$ cat src/rtl/mul_div_unit.sv
// Iterative 32x32 multiply / divide unit with HI/LO registers (MULT, MULTU, DIV, DIVU, MTHI, MTLO).
// Divide support is compiled in only when MDU_DIV_EN is defined.
module mul_div_unit (
  input  logic        clk,
  input  logic        rst_n,
  input  logic        Start,
  input  logic [1:0]  MDOp,
  input  logic [31:0] SrcA,
  input  logic [31:0] SrcB,
  input  logic        HiWe,
  input  logic        LoWe,
  input  logic [31:0] WData,
  output logic        Busy,
  output logic        Done,
  output logic [31:0] Hi,
  output logic [31:0] Lo
);

  typedef enum logic [1:0] {StIdle, StCalc, StFix} state_e;

  state_e      state_q, state_d;
  logic [4:0]  cnt_q, cnt_d;
  logic [31:0] opnd_q, opnd_d;
  logic [63:0] acc_q, acc_d;
  logic        neg_a_q, neg_a_d;
  logic        neg_b_q, neg_b_d;
  logic [31:0] hi_q, hi_d;
  logic [31:0] lo_q, lo_d;
  logic        done_q, done_d;
`ifdef MDU_DIV_EN
  logic        is_div_q, is_div_d;
`endif

  logic        start_ok;
  logic        sgn_a, sgn_b;
  logic [31:0] mag_a, mag_b;
  logic [32:0] mul_sum;
  logic [63:0] mul_next;
  logic [63:0] step_next;
  logic [63:0] mul_res;
`ifdef MDU_DIV_EN
  logic [33:0] div_trial;
  logic [63:0] div_next;
  logic [31:0] quo_res;
  logic [31:0] rem_res;
`endif

  // Signed operations run on magnitudes; signs are reapplied in StFix.
  always_comb begin
    sgn_a = ~MDOp[0] & SrcA[31];
    sgn_b = ~MDOp[0] & SrcB[31];
    mag_a = sgn_a ? (32'd0 - SrcA) : SrcA;
    mag_b = sgn_b ? (32'd0 - SrcB) : SrcB;
`ifdef MDU_DIV_EN
    start_ok = Start;
`else
    start_ok = Start & ~MDOp[1];
`endif
  end

  // Shift-add: acc = {partial product, remaining multiplier bits}.
  always_comb begin
    mul_sum  = {1'b0, acc_q[63:32]} + (acc_q[0] ? {1'b0, opnd_q} : 33'd0);
    mul_next = {mul_sum, acc_q[31:1]};
    mul_res  = (neg_a_q ^ neg_b_q) ? (64'd0 - acc_q) : acc_q;
  end

`ifdef MDU_DIV_EN
  // Restoring divide: acc = {partial remainder, dividend bits / quotient bits}.
  always_comb begin
    div_trial = {1'b0, acc_q[63:31]} - {2'b00, opnd_q};
    div_next  = div_trial[33] ? {acc_q[62:0], 1'b0} : {div_trial[31:0], acc_q[30:0], 1'b1};
    rem_res   = neg_a_q ? (32'd0 - acc_q[63:32]) : acc_q[63:32];
    if (opnd_q == 32'd0) begin
      quo_res = 32'hFFFF_FFFF;
    end else begin
      quo_res = (neg_a_q ^ neg_b_q) ? (32'd0 - acc_q[31:0]) : acc_q[31:0];
    end
    step_next = is_div_q ? div_next : mul_next;
  end
`else
  always_comb begin
    step_next = mul_next;
  end
`endif

  always_comb begin
    state_d  = state_q;
    cnt_d    = cnt_q;
    opnd_d   = opnd_q;
    acc_d    = acc_q;
    neg_a_d  = neg_a_q;
    neg_b_d  = neg_b_q;
    hi_d     = hi_q;
    lo_d     = lo_q;
    done_d   = 1'b0;
`ifdef MDU_DIV_EN
    is_div_d = is_div_q;
`endif
    unique case (state_q)
      StIdle: begin
        if (start_ok) begin
          state_d = StCalc;
          cnt_d   = 5'd0;
          neg_a_d = sgn_a;
          neg_b_d = sgn_b;
          acc_d   = {32'd0, mag_b};
          opnd_d  = mag_a;
`ifdef MDU_DIV_EN
          is_div_d = MDOp[1];
          if (MDOp[1]) begin
            acc_d  = {32'd0, mag_a};
            opnd_d = mag_b;
          end
`endif
        end else begin
          if (HiWe) hi_d = WData;
          if (LoWe) lo_d = WData;
        end
      end
      StCalc: begin
        acc_d = step_next;
        cnt_d = cnt_q + 5'd1;
        if (cnt_q == 5'd31) state_d = StFix;
      end
      StFix: begin
        state_d      = StIdle;
        done_d       = 1'b1;
        {hi_d, lo_d} = mul_res;
`ifdef MDU_DIV_EN
        if (is_div_q) begin
          hi_d = rem_res;
          lo_d = quo_res;
        end
`endif
      end
      default: state_d = StIdle;
    endcase
  end

  always_ff @(posedge clk or negedge rst_n) begin
    if (!rst_n) begin
      state_q  <= StIdle;
      cnt_q    <= 5'd0;
      opnd_q   <= 32'd0;
      acc_q    <= 64'd0;
      neg_a_q  <= 1'b0;
      neg_b_q  <= 1'b0;
      hi_q     <= 32'd0;
      lo_q     <= 32'd0;
      done_q   <= 1'b0;
`ifdef MDU_DIV_EN
      is_div_q <= 1'b0;
`endif
    end else begin
      state_q  <= state_d;
      cnt_q    <= cnt_d;
      opnd_q   <= opnd_d;
      acc_q    <= acc_d;
      neg_a_q  <= neg_a_d;
      neg_b_q  <= neg_b_d;
      hi_q     <= hi_d;
      lo_q     <= lo_d;
      done_q   <= done_d;
`ifdef MDU_DIV_EN
      is_div_q <= is_div_d;
`endif
    end
  end

  assign Busy = (state_q != StIdle);
  assign Done = done_q;
  assign Hi   = hi_q;
  assign Lo   = lo_q;

endmodule

$ cat config.mk
export PLATFORM = sky130hd
export DESIGN_NAME = mul_div_unit
export DESIGN_NICKNAME = d
export VERILOG_FILES = /design/src/rtl/mul_div_unit.sv
export SDC_FILE = /design/constraint.sdc
export NUM_CORES = 1
export LEC_CHECK = 0
export ABC_AREA = 1
export CAP_MARGIN = 10
export CELL_PAD_IN_SITES_DETAIL_PLACEMENT = 0
export CELL_PAD_IN_SITES_GLOBAL_PLACEMENT = 1
export CORE_MARGIN = 2
export CORE_UTILIZATION = 35
export CTS_CLUSTER_SIZE = 25
export DETAILED_ROUTE_END_ITERATION = 12
export GPL_ROUTABILITY_DRIVEN = 0
export PLACE_DENSITY = 0.78
export REMOVE_ABC_BUFFERS = 1
export SYNTH_ARGS = -nofsm -noshare
export SYNTH_HDL_FRONTEND = slang
export SYNTH_SLANG_ARGS = --single-unit
$ cat constraint.sdc
create_clock -name clk -period 2.5 [get_ports clk]
set_clock_uncertainty 0.15 [all_clocks]
set_input_delay 0.5 -clock clk [delete_from_list [all_inputs] [get_ports clk]]
set_output_delay 0.5 -clock clk [all_outputs]
set_load 0.02 [all_outputs]
# [Word-level counts from Yosys, hierarchy flattened]
# Cells that the tools add are included.
[op_classes] n_lt_le_gt_ge=0 n_addsub=5 mul=0 div=0 eq_ne=8 shift=0 bitwise=6 n_mux=18 reduce_logical=9
[ops] op="$mux W32" count=7
[ops] op="$mux W64" count=2
[ops] op="$pmux W32 S2" count=2
[ops] op="$pmux W64 S2" count=1
[ops] op="$sub A1 B32 Y32 const A" count=2
[ops] op="$sub A1 B64 Y64 const A" count=1
[ops] op="$add A32 B32 Y33" count=1
[ops] op="$ne A2 B2 Y1 const B" count=5
[ops] op="$pmux W5 S2" count=1
[ops] op="$reduce_and A2 Y1" count=3
[ops] op="$reduce_and A3 Y1" count=2
[ops] op="$reduce_bool A2 Y1" count=3
[ops] op="$add A5 B1 Y5 const B" count=1
[ops] op="$eq A5 B5 Y1 const B" count=1
[ops] op="$mux W5" count=1
[ops] op="$mux W2" count=2
[ops] op="$pmux W2 S2" count=1
[ops] op="$and A1 B1 Y1" count=3
[ops] op="$eq A2 B1 Y1 const B" count=1
[ops] op="$eq A2 B2 Y1 const B" count=1
[ops] op="$logic_not A2 Y1" count=1
[ops] op="$not A1 Y1" count=2
[ops] op="$mux W1" count=1
[ops] op="$xor A1 B1 Y1" count=1
[totals] latch_bits=0 reg_bits=170 romBits=0 ram_bits=0 word_cells=55 memories=0

# [Logic depth before layout (Yosys ltp)]
[depth] depth_word=5 depth_mapped=17 mapped_depth_nobuf=15

# [Worst setup path before layout]
# No wires, ideal clock.
[synth_timing] path_kind="register to register" startpoint="register acc_q[0]" endpoint="register acc_q[61]" stages_incl_launch_ff=18 arrival_time_ps=2343 setup_time_ps=117 path_buffers=2 setup_slack_ps=-111 required_time_ps=2233 path_cell_list="dfrtp_1 buf_2 clkbuf_1 nand2_1 inv_1 ha_1 inv_1 fa_1 o21ai_0 nand2_1 nand2_1 nand2_1 nand2_1 nand2_1 nand2_1 nand2_1 nand3_1 nand2_1"
[synth_between] elab_chain_cells=3
[synth_rtl] item="from (decl)" line="24" source="logic [63:0] acc_q, acc_d;"
[synth_rtl] item="from (signal assigned)" line="146" source="acc_q <= 64'd0;"
[synth_rtl] item="from (signal assigned)" line="159" source="acc_q <= acc_d;"
[synth_rtl] item="$mux W32" line="63" source="mul_sum = {1'b0, acc_q[63:32]} + (acc_q[0] ? {1'b0, opnd_q} : 33'd0);"
[synth_rtl] item="$add A32 B32 Y33" line="63"
[synth_rtl] item="$pmux W64 S2" line="100" source="unique case (state_q)"
# Every way passes these cells.
# A chain may end at the register's enable or synchronous reset.

# [Final worst setup path]
[layout_timing] startpoint="register acc_q[0]" endpoint="register acc_q[50]"
# The elaborated chain is that of the path after synthesis.

==> impl_metrics.ini <==
[drt]
via_count = 14835
route.detailed.drc = 0
via_per_inst = 5.13
wirelength_mm = 49.8
drt_iter0_drc = 944
wl_per_cell_um = 17.2
final_antenna_net_count = 0
drt-pass1-iter-count = 6

[floorplanning]
start_util_pct = 35.4
io_pins = 169
num_rows = 71
die_area_um2 = 39500
die_w_um = 199
die_y_um = 199
core_um2 = 37500

[clocking]
path_clk_slew_ns = 0.07
numCtsBuffers = 17
clock_latency_ns = 0.45
cts_tree = done
cts_sinks = 170
cts_root_buffer = clkbuf_16
cts.htree.levels = 4
clockBufferDepth = 2

[pwr]
powerDensity_nw_per_um2 = 1230
ir_drop_uv = 521
power.leakage_nw = 8.19
p_total_mw = 21.6

[synth]
yosysWarnings = 0
yosys.area_share.simple_pct = 35.8
synth_edf_count = 0
synthMuxAreaShare_pct = 0
synth_cell_type_count = 44
synth_fa_ha_area_share_pct = 3.64
synth-compound-area-share_pct = 16.5
seq_area_frac_synth_pct = 32.1
synth-main-ff-cell = dfrtp_1
synth-async-reset-ratio_pct = 100
synth-xor-area-share_pct = 2.11
synth_area_um2 = 13300
synth_top_family_by_area = simple AND/OR/NAND/NOR gates
syn_avg_cell_area_um2 = 6.27
synth_seq_cells = 170
synth_cells = 2116

[global_route]
antenna_found_initial = 0
grt_max_degree = 61
grt_usage_pct = 25.4
grt_pass1_wl_mm = 77.6
grt-ovfl-total = 0
first_global_vias = 14238

[critical_path]
crit_fanout = 8
crit_path_end_kind = flop
crit_arrival_ns = 2.65
crit_chain = buf_6, nand2_1, inv_1, ha_1, nand2_1, o21ai_0, a21oi_1, nand2_2, nand2_1, nand2_1, nand2_1, nand3_1, nand2_1
worstSetupPathType = reg -> reg
critPathLaunchType = flop
worstReg2RegEnd = acc_q[50]
r2r_setup_slack_ns = 0.02
cp_slowest_cell = dfrtp_2
ff2ff_path_depth = 13
critPathTopFamily = simple AND/OR/NAND/NOR gates
critical_path_buf_inv_count = 2
required_ns = 2.68
crit_path_max_incr_delay_ns = 0.44
crit_path_frequent_cell = nand2_1
r2r_start = acc_q[0]

[timing]
hold_violations = 0
worst_slew_pin_slew_ns = 0.900
maxSlewHeadroom_pct = 39.4
max_freq_mhz = 404
period_share_pct = 99.0
setup_viol = 0
rsz0062_at_grt = yes
period_minus_slack_ns = 2.48
final_max_slew_viol_count = 0

[layout]
finish.utilization_pct = 46.7
diodes = 0
fillCellCount = 3943
final_net_count = 2509
drive_above_1_share_pct = 11.8
fin_cells = 2892
areaGrowthSynthToFinish_pct = 32.0

[placement]
portBuffers = 168
hpwl_mm = 39.3
place_inst = 2857

[run]
cap_viol_max_count = 0

[run_status]
status = finished, final reports clean

[min_path]
hp-class = reg -> reg
hold_end = cnt_q[3]
hold_path_depth = 1
hp-start = cnt_q[3]
[report_power, final]
group	internal [mW]	switching (mW)	total, mW	leakage (nW)
Sequential	4.10	1.41	5.52	2.00
Combinational	5.33	7.86	13.2	5.90
Clock	1.61	1.25	2.86	0.287
Total	11.0	10.5	21.6	8.19
[flip-flops by register name (all words and copies together), names as in the netlist]
name     cells
Done         1
Hi          32
Lo          32
acc_q       64
cnt_q        5
neg_a_q      1
neg_b_q      1
opnd_q      32
state_q      2
[worst max-delay path by stage]
stage          cells after the start        from  slack [ns]         to
3_3_place_gp                      12     SrcB[0]       -0.09  acc_q[30]
2_1_floorplan                      5  state_q[1]       -1.53      Hi[0]
3_5_place_dp                      10     SrcB[0]        -0.1  acc_q[28]
5_1_grt                           13    acc_q[0]       -0.17  acc_q[50]
4_1_cts                           11    acc_q[0]       0.005  acc_q[40]
6_report                          13    acc_q[0]        0.02  acc_q[50]
[cells in the mapped netlist, types with 11 or more instances]
| library cell | number | area [µm²] |
|---|---|---|
| a21oi_1 | 160 | 801 |
| nor3_1 | 19 | 95.1 |
| a21boi_1 | 20 | 150 |
| xor2_1 | 28 | 245 |
| nand2_1 | 601 | 2260 |
| inv_1 | 265 | 995 |
| clkbuf_1 | 32 | 120 |
| ha_1 | 37 | 463 |
| o22ai_1 | 13 | 81.3 |
| dfrtp_1 | 170 | 4250 |
| o21ai_0 | 137 | 686 |
| buf_2 | 24 | 120 |
| o221ai_1 | 14 | 123 |
| o21bai_1 | 11 | 82.6 |
| nand3b_1 | 13 | 97.6 |
| nand3_1 | 178 | 891 |
| nand4_1 | 21 | 131 |
| nor2_1 | 294 | 1100 |
[worst register-to-register path, delay by kind of cell, from the launching register on]
family | cells | cell delay (ns)
and+or+nand+nor | 8 | 0.73
adders and majority gates | 1 | 0.36
DFF | 1 | 0.44
buffers and inverters | 2 | 0.20
AOI/OAI and AO/OA | 2 | 0.49
[cells by family (layout without fill, tap and decap cells)]
group | after synthesis | in the layout
DFF | 170 | 170
and+or+nand+nor | 1151 | 1151
adders and majority gates | 38 | 38
xor gates and xnor gates | 32 | 32
AOI/OAI and AO/OA | 388 | 388
buffers and inverters | 337 | 602
[metrics by stage]
step | worst slack [ns] | instance area (µm²) | setup TNS (ns) | hold WS (ns)
global route | -0.170 | 17500 | -1.11 | 0.359
finish | 0.0248 | 17500 | 0 | 0.318
global placement | -0.0865 | 16400 | -0.437 | 0.307
CTS | 0.00487 | 17000 | 0 | 0.324
floorplan | -1.53 | 13000 | -111.47 | 0.0544
detailed placement | -0.0999 | 16400 | -1.65 | 0.314
[layout make-up]
cell class              instances  area (µm²)  area share (%)
clock buffers                  19         443            2.53
clock inverters                13         165           0.944
inverters                     273        1020            5.86
multi-input cells            1609        8160            46.6
flip-flops and latches        170        4260            24.3
well taps                     511         639            3.65
repair buffers                297        2810            16.1
[metal layers]
layer / vias to the layer above / GRT usage [%] / wire, µm
li1: 7363 / - / -
met1: 6931 / 34.1 / 22600
met2: 451 / 41.4 / 22600
met3: 90 / 3.36 / 2660
met4: 0 / 10.0 / 1830
met5: - / 0 / 0
[cell usage in the layout (no fill, tap or decap), drive strengths merged, types with 13 or more instances in the layout]
| master | count |
|---|---|
| nand2 | 607 |
| nor2 | 300 |
| inv | 276 |
| nand3 | 179 |
| dfrtp | 170 |
| clkdlybuf4s50 | 167 |
| a21oi | 160 |
| o21ai | 149 |
| buf | 129 |
| ha | 37 |
| xor2 | 28 |
| a21boi | 22 |
| nand4 | 21 |
| clkbuf | 19 |
| nor3 | 19 |
| o221ai | 14 |
| o22ai | 13 |
| nand3b | 13 |
[repair_timing]
item,in CTS,in global routing
setup endpoints to repair,20,37
gates cloned,0,1
hold buffers,1,0
pin swaps,0,8
hold endpoints to repair,35,0
buffers inserted,0,1
resized for setup,4,117
Power figures use the tool's default switching activity.
